===== src/rtl/spi_master_param.sv =====
// ---------------------------------------------------------------------------
// spi_master_param
//   Parameterised SPI master. It accepts one word per request and shifts it
//   out MSB first. At the same time it shifts a word in from MISO. The
//   transfer runs IDLE -> SETUP -> SHIFT -> HOLD -> IDLE. Each of SETUP and
//   HOLD lasts DIV cycles. SHIFT makes 2*DATA_W SCLK edges, DIV cycles apart.
//   CPOL, CPHA and the chip-select index are latched per transfer.
//
// Parameters
//   DATA_W  word width (4..32)
//   DIV     SCLK half-period in CLK50 cycles (1..255)
//   NCS     number of chip-select lines (1..8)
//
// Ports
//   CLK50, RST        clock; asynchronous active-high reset
//   W_STB / W_ACK     request (taken only in IDLE) / one-cycle accept pulse
//   W_DATA, CS_SEL    word to send and chip-select index, latched on accept
//   CPOL, CPHA        SPI mode for the transfer, latched on accept
//   BUSY              high from accept until the cycle before R_STB
//   R_STB / R_DATA    one-cycle completion pulse / received word (held)
//   SCLK, MOSI, CS_N  registered SPI outputs
//   MISO              serial input, passed through a 2-FF synchroniser
//   dbg_state         current FSM state (IDLE=0, SETUP=1, SHIFT=2, HOLD=3)
//
// Handshake: W_STB is a level that is sampled on each rising edge while the
//   FSM is IDLE. A sampled 1 is a request. W_ACK pulses for exactly one cycle
//   on the cycle after the request is taken. A W_STB outside IDLE is dropped
//   and is not queued. R_STB pulses once per finished transfer, in the same
//   cycle that R_DATA takes its new value.
// ---------------------------------------------------------------------------
module spi_master_param #(
    parameter int  DATA_W = 8,
    parameter int  DIV    = 2,
    parameter int  NCS    = 1,
    localparam int CSW    = (NCS > 1) ? $clog2(NCS) : 1
) (
    input  logic              CLK50,
    input  logic              RST,
    input  logic              W_STB,
    input  logic [DATA_W-1:0] W_DATA,
    input  logic [CSW-1:0]    CS_SEL,
    input  logic              CPOL,
    input  logic              CPHA,
    output logic              W_ACK,
    output logic              BUSY,
    output logic              R_STB,
    output logic [DATA_W-1:0] R_DATA,
    output logic              SCLK,
    output logic              MOSI,
    input  logic              MISO,
    output logic [NCS-1:0]    CS_N,
    output logic [1:0]        dbg_state
);

    localparam int DIVW = (DIV > 1) ? $clog2(DIV) : 1;
    // The edge counter must hold 2*DATA_W itself: that value is the
    // "all edges done" marker.
    localparam int EDGW = $clog2(2 * DATA_W + 1);

    localparam logic [DIVW-1:0] DIV_LAST   = DIVW'(DIV - 1);
    localparam logic [EDGW-1:0] EDGE_END   = EDGW'(2 * DATA_W);
    localparam logic [EDGW-1:0] EDGE_FINAL = EDGW'(2 * DATA_W - 1);

    typedef enum logic [1:0] {
        IDLE  = 2'd0,
        SETUP = 2'd1,
        SHIFT = 2'd2,
        HOLD  = 2'd3
    } state_t;

    state_t            state_q, state_d;
    logic [DIVW-1:0]   div_q, div_d;
    logic [EDGW-1:0]   edge_q, edge_d;
    logic [DATA_W-1:0] tx_q, tx_d;
    logic [DATA_W-1:0] rx_q, rx_d;
    logic [DATA_W-1:0] r_data_q, r_data_d;
    logic              cpol_q, cpol_d;
    logic              cpha_q, cpha_d;
    logic              sclk_q, sclk_d;
    logic              mosi_q, mosi_d;
    logic [NCS-1:0]    cs_n_q, cs_n_d;
    logic              w_ack_q, w_ack_d;
    logic              r_stb_q, r_stb_d;
    logic              busy_q, busy_d;
    logic              miso_s1_q, miso_s1_d;
    logic              miso_s2_q, miso_s2_d;
    logic              samp1_q, samp1_d;
    logic              samp2_q, samp2_d;

    logic              tick;
    logic              do_edge;
    logic [EDGW-1:0]   edge_idx;

    always_comb begin
        state_d   = state_q;
        div_d     = div_q;
        edge_d    = edge_q;
        tx_d      = tx_q;
        rx_d      = rx_q;
        r_data_d  = r_data_q;
        cpol_d    = cpol_q;
        cpha_d    = cpha_q;
        sclk_d    = sclk_q;
        mosi_d    = mosi_q;
        cs_n_d    = cs_n_q;
        w_ack_d   = 1'b0;
        r_stb_d   = 1'b0;
        busy_d    = busy_q;
        miso_s1_d = MISO;
        miso_s2_d = miso_s1_q;
        samp1_d   = 1'b0;
        samp2_d   = samp1_q;
        do_edge   = 1'b0;
        edge_idx  = edge_q;

        tick = (div_q == DIV_LAST);

        // The synchroniser delays MISO by two cycles. So a sampling edge sets
        // a strobe, and the strobe goes down a matching two-stage pipe. Bit
        // capture then lines up with the MISO level present at the sampling
        // edge, even at DIV=1.
        if (samp2_q) begin
            rx_d = {rx_q[DATA_W-2:0], miso_s2_q};
        end

        case (state_q)
            IDLE: begin
                div_d  = '0;
                edge_d = '0;
                if (W_STB) begin
                    state_d = SETUP;
                    w_ack_d = 1'b1;
                    busy_d  = 1'b1;
                    cpol_d  = CPOL;
                    cpha_d  = CPHA;
                    sclk_d  = CPOL;
                    cs_n_d  = '1;
                    for (int i = 0; i < NCS; i++) begin
                        if (32'(CS_SEL) == i) begin
                            cs_n_d[i] = 1'b0;
                        end
                    end
                    if (CPHA) begin
                        // The MSB goes out on the first leading edge.
                        mosi_d = 1'b1;
                        tx_d   = W_DATA;
                    end else begin
                        mosi_d = W_DATA[DATA_W-1];
                        tx_d   = {W_DATA[DATA_W-2:0], 1'b0};
                    end
                end
            end

            SETUP: begin
                div_d = tick ? '0 : div_q + DIVW'(1);
                if (tick) begin
                    state_d  = SHIFT;
                    do_edge  = 1'b1;
                    edge_idx = '0;
                    edge_d   = EDGW'(1);
                end
            end

            SHIFT: begin
                div_d = tick ? '0 : div_q + DIVW'(1);
                if (tick) begin
                    if (edge_q == EDGE_END) begin
                        state_d = HOLD;
                    end else begin
                        do_edge = 1'b1;
                        edge_d  = edge_q + EDGW'(1);
                    end
                end
            end

            HOLD: begin
                div_d = tick ? '0 : div_q + DIVW'(1);
                if (tick) begin
                    state_d  = IDLE;
                    cs_n_d   = '1;
                    mosi_d   = 1'b1;
                    r_stb_d  = 1'b1;
                    busy_d   = 1'b0;
                    edge_d   = '0;
                    // rx_d already holds any capture that falls in this cycle.
                    r_data_d = rx_d;
                end
            end

            default: state_d = IDLE;
        endcase

        // Even edge indices are leading edges and odd ones are trailing.
        // With CPHA=0 we sample on leading edges; with CPHA=1 on trailing.
        // On the other edge MOSI moves to the next bit, except after the
        // final sampling edge.
        if (do_edge) begin
            sclk_d = ~sclk_q;
            if (edge_idx[0] == cpha_q) begin
                samp1_d = 1'b1;
            end else if (edge_idx != EDGE_FINAL) begin
                mosi_d = tx_q[DATA_W-1];
                tx_d   = {tx_q[DATA_W-2:0], 1'b0};
            end
        end
    end

    always_ff @(posedge CLK50 or posedge RST) begin
        if (RST) begin
            state_q   <= IDLE;
            div_q     <= '0;
            edge_q    <= '0;
            tx_q      <= '0;
            rx_q      <= '0;
            r_data_q  <= '0;
            cpol_q    <= 1'b0;
            cpha_q    <= 1'b0;
            sclk_q    <= 1'b0;
            mosi_q    <= 1'b1;
            cs_n_q    <= '1;
            w_ack_q   <= 1'b0;
            r_stb_q   <= 1'b0;
            busy_q    <= 1'b0;
            miso_s1_q <= 1'b0;
            miso_s2_q <= 1'b0;
            samp1_q   <= 1'b0;
            samp2_q   <= 1'b0;
        end else begin
            state_q   <= state_d;
            div_q     <= div_d;
            edge_q    <= edge_d;
            tx_q      <= tx_d;
            rx_q      <= rx_d;
            r_data_q  <= r_data_d;
            cpol_q    <= cpol_d;
            cpha_q    <= cpha_d;
            sclk_q    <= sclk_d;
            mosi_q    <= mosi_d;
            cs_n_q    <= cs_n_d;
            w_ack_q   <= w_ack_d;
            r_stb_q   <= r_stb_d;
            busy_q    <= busy_d;
            miso_s1_q <= miso_s1_d;
            miso_s2_q <= miso_s2_d;
            samp1_q   <= samp1_d;
            samp2_q   <= samp2_d;
        end
    end

    assign W_ACK     = w_ack_q;
    assign BUSY      = busy_q;
    assign R_STB     = r_stb_q;
    assign R_DATA    = r_data_q;
    assign SCLK      = sclk_q;
    assign MOSI      = mosi_q;
    assign CS_N      = cs_n_q;
    assign dbg_state = state_q;

endmodule


===== config.mk =====
export PLATFORM = sky130hd
export DESIGN_NAME = spi_master_param
export DESIGN_NICKNAME = d
export VERILOG_FILES = /design/src/rtl/spi_master_param.sv
export SDC_FILE = /design/constraint.sdc
export NUM_CORES = 1
export LEC_CHECK = 0
export ABC_AREA = 0
export ABC_CLOCK_PERIOD_IN_PS = 5100
export CAP_MARGIN = 30
export CORE_MARGIN = 2
export CORE_UTILIZATION = 47
export DETAILED_ROUTE_END_ITERATION = 6
export PLACE_DENSITY = 0.71
export SETUP_SLACK_MARGIN = 0.05
export SYNTH_ARGS = -nofsm -noshare
export SYNTH_HDL_FRONTEND = slang
export SYNTH_SLANG_ARGS = --single-unit

===== constraint.sdc =====
create_clock -name CLK50 -period 5.1 [get_ports CLK50]
set_clock_uncertainty 0.15 [all_clocks]
set_input_delay 1.02 -clock CLK50 [delete_from_list [all_inputs] [get_ports CLK50]]
set_output_delay 1.02 -clock CLK50 [all_outputs]
set_load 0.01 [all_outputs]

* After elaboration in Yosys (flattened, before gate mapping)
Cells that the tools add are included.
** Word-level totals
- Output and inout bits :: 16
- Register bits after elaboration :: 43
- Word-level logic and storage cells :: 90
** Operators by class
- Muxes and demuxes :: 47
- Bitwise operators :: 1
- $add $sub $neg :: 2
- Reductions and logical operators :: 11
- Equal/unequal tests :: 12
** Operators by type and width (number)
- $mux W8 :: 7
- $mux W5 :: 5
- $mux W1 :: 23
- $pmux W5 S4 :: 1
- $ne A2 B2 Y1 const B :: 6
- $mux W2 :: 5
- $pmux W1 S2 :: 5
- $pmux W2 S4 :: 1
- $reduce_and A2 Y1 :: 3
- $reduce_and A3 Y1 :: 2
- $reduce_bool A2 Y1 :: 3
- $add A5 B1 Y5 const B :: 1
- $eq A5 B5 Y1 const B :: 1
- $ne A5 B4 Y1 const B :: 1
- $reduce_and A5 Y1 :: 1
- $eq A2 B2 Y1 const B :: 2
- $reduce_or A3 Y1 :: 1
- $eq A2 B1 Y1 const B :: 1
- $logic_not A2 Y1 :: 1
- $add A1 B1 Y1 const B :: 1
- $eq A1 B1 Y1 :: 1
- $not A1 Y1 :: 1

* Logic depth before layout (Yosys ltp)
- Word-level depth :: 6
- Gate-level depth with buffers :: 7

* Worst setup path after synthesis
Ideal clock, no wire load.
- Path kind :: input -> register
- Start :: input W_STB
- End :: register tx_q[1]
- Data required time :: 4825 ps
- Path buffers :: 1
- Path slack :: 3000 ps
- Stages :: 4
- Data arrival time :: 1825 ps
- Path through :: nand2_1 > clkbuf_1 > o21ai_0 > mux2_2
** Between the ends
- Longest elaborated chain between the ends :: 5
** RTL lines
- start: declaration :: RTL line 39 : input logic W_STB,
- $mux W8 (*) :: RTL line 130 : if (W_STB) begin
- $mux W8 (*) :: RTL line 126 : case (state_q)
- $mux W8 :: RTL line 201 : end else if (edge_idx != EDGE_FINAL) begin
- $mux W8 :: RTL line 199 : if (edge_idx[0] == cpha_q) begin
- $mux W8 (*) :: RTL line 197 : if (do_edge) begin
- net tx_d[1] :: RTL line 74 : logic [DATA_W-1:0] tx_q, tx_d;
- end signal: assignment :: RTL line 232 : tx_q <= tx_d;
- end: declaration :: RTL line 74
Mark *: on every way through the listed nets, which the timed path passes. The rest lies on a longest branch.
A chain may end at the register's enable or synchronous reset.

* Worst setup path in the final report
- Start :: register mosi_q (netlist: MOSI)
- End :: output MOSI
** RTL lines
- start: declaration :: RTL line 80 : logic mosi_q, mosi_d;
- start signal: assignment :: RTL line 238 : mosi_q <= mosi_d;
- end: declaration :: RTL line 49 : output logic MOSI,
No word-level cell between the ends.

==> metrics.md <==
| Metric | Value |
|---|---|
| Seq pwr share | 0.407 |
| Distinct cells, synth | 38 |
| Clock Power Share | 0.155 |
| Area occupied by multi-input gates | 938 um^2 |
| RSZ-0062 raised after global routing | no |
| Layout cells sized above 1 | 0.160 |
| Hold buffers post-CTS | 0 |
| H-tree Lvls | 2 |
| Cell Rows | 24 |
| Number of synthesized flops with an enable pin | 0 |
| Num CTS Buffers | 5 |
| Synth area leaders | dfrtp_1, mux2_2, nand2_1 |
| Slew Limit Fails | 0 |
| CP startpoint kind | flop |
| Top Ports | 31 |
| Number of global-route vias before repair | 1,465 |
| Die Wd | 70.6 um |
| Layout area overhead | 20.4% |
| Seq/Total Area, Yosys | 0.518 |
| Initial antenna violation count | 0 |
| DR pass1 iterations | 4 |
| Starting density of the core | 0.482 |
| Antenna cells | 0 |
| Cell internal pwr | 0.000869 W |
| Wire length per cell | 13.2 um |
| Largest stage delay, worst path | 0.55 ns |
| Hold WC Path Type | reg -> reg |
| GRT Overall Usage | 0.167 |
| Post-layout util | 0.580 |
| Die Y | 70.6 um |
| Post-synth top area share | 0.492 |
| Drt total wl | 3.67 mm |
| Post-route ant nets | 0 |
| Maximum vdd drop | 0.000283 V |
| CORE AREA | 4320 um^2 |
| CTS root buf | clkbuf_8 |
| Critical Path Fanout Max | 2 |
| Setup TNS | 0 ns |
| PortBufs | 30 |
| Syn_nets | 213 |
| Ys flop type | dfrtp_1 |
| Iteration-0 DRC Markers | 76 |
| Yosys reg bits | 43 |
| Final net count | 245 |
| Clk slew on worst S/H paths | 0.08 ns |
| Post-CTS Setup Inserts | 0 |
| Largest net degree at the start of global routing | 44 |
| Max Cap Viol | 0 |
| Combinational share of power | 0.438 |
| Worst path arrival time | 1.37 ns |
| DP HPWL | 2.52 mm |
| Die area | 4980 um^2 |
| Final hold violation count | 0 |
| Asr flop ratio synth | 1.00 |
| Switch share | 0.362 |
| Fin crit share | 0.498 |
| GR Overflow Total | 0 |
| Cts repair resizes | 0 |
| Vias post-DR | 1,446 |
| Cell leakage power | 1.15 nW |
| CP delay by family, top | flip-flops |
| Ys Warns | 0 |
| Top post-synthesis cells by count | dfrtp_1, nand2_1, mux2_2 |
| First-pass GRT wire length | 6.64 mm |
| Net switching power | 0.000493 W |
| Crit path cell chain | clkdlybuf4s50_1 |
| Worst-margin pin slew | 0.535 ns |
| Slew headroom | 0.644 |
| Critical Path RT | 3.93 ns |
| Buffers plus inverters on the worst setup path | 1 |
| Fmax | 394 MHz |
| PwrDens | 543 nW/um^2 |
| Filler cells | 425 |
| CP Capture Type | output port |
| Storage cell area | 1080 um^2 |
| Worst-Skew Late Latency | 0.29 ns |
| Status | complete, no violations |
| Cell Area, Synth | 2080 um^2 |
| CTS tree | built |
| GPL Wtd Cong | 0.856 |
| Setup-violating endpoint count in the final report | 0 |
| Top-count cell post-synth | dfrtp_1 |
| CTS max path bufs | 2 |
| # DRC | 0 |
| Tmin final | 2.54 ns |
| DR vias/cell | 5.22 |
| Synthesized instance count | 192 |
| Syn avg cell area | 10.9 um^2 |
| CP max-delay cell | dfstp_2 |
| WS Path Type | reg -> out |
| Area leader, netlist | dfrtp_1 |
| CTS sink count | 43 |
==> cells by family after synthesis <==
kind of cell    count (synthesis)  share of synthesized area
buf+inv                        15                     0.0318
simple gates                   66                      0.163
compound gates                 37                      0.120
mux                            25                      0.131
fa+ha+maj                       6                     0.0360
flops                          43                      0.518
==> routing by layer <==
layer	GRT usage	vias up	wire length, um
met5	0	-	0
met4	0.0713	0	64
met3	0.0342	9	123
met2	0.253	27	1700
met1	0.236	685	1790
li1	-	725	-
==> cell type report <==
| class | count | share of cell area |
|---|---|---|
| Sequential cell | 43 | 0.430 |
| Multi-Input combinational cell | 134 | 0.374 |
| Timing Repair Buffer | 31 | 0.123 |
| Clock buffer | 6 | 0.0289 |
| Tap cell | 52 | 0.0259 |
| Inverter | 9 | 0.0135 |
| Clock inverter | 2 | 0.00499 |
==> worst paths after layout <==
kind,slack [ns],endpoint,startpoint,cells past startpoint
setup / recovery,2.56,MOSI,MOSI$_DFF_PP1_,1
min in group asynchronous,1.00,miso_s1_q$_DFF_PP0_,RST,3
hold / removal,0.20,miso_s2_q$_DFF_PP0_,miso_s1_q$_DFF_PP0_,0
hold reg to reg,0.20,miso_s2_q$_DFF_PP0_,miso_s1_q$_DFF_PP0_,0
max in group asynchronous,3.42,CS_N$_DFFE_PP1P_,RST,3
setup reg to reg,2.81,tx_q[2]$_DFF_PP0_,dbg_state[1]$_DFFE_PP0P_,6
==> flip-flops by register name, indices dropped and copies added, names as in the netlist, 2 cells and up <==
| name | cells |
|---|---|
| tx_q | 8 |
| rx_q | 8 |
| edge_q | 5 |
| dbg_state | 2 |
| R_DATA | 8 |
==> layout by cell type, fill, tap and decap left out, drive strengths merged, types with 6 or more instances in the layout <==
master	synthesis	final
a21oi	7	7
clkbuf	3	6
clkdlybuf4s50	0	30
dfrtp	41	41
ha	6	6
inv	8	8
mux2	18	18
mux2i	7	7
nand2	35	35
nand3	6	6
o21ai	16	16
==> power by group through the flow <==
stage,Combinational [W],Clock (W),Sequential (W)
after detailed placement,0.000599,0,0.000562
final,0.000597,0.000211,0.000554
after global placement,0.000586,0,0.000559
after CTS,0.000601,0.000217,0.000556
after global routing,0.000673,0.000228,0.000574
after floorplan,0.000420,0,0.000554
==> per-stage QoR <==
stage               power (W)  setup WS, ns  hold slack [ns]  cell area (um^2)  instances
floorplan            0.000975          2.93            0.181              2080        192
global placement      0.00115          2.37            0.188              2420        269
detailed placement    0.00116          2.36            0.190              2420        269
CTS                   0.00137          2.55            0.208              2510        277
global route          0.00148          2.46            0.212              2510        277
finish                0.00136          2.56            0.205              2510        277
Note: power is estimated with default switching activity, not from simulation.
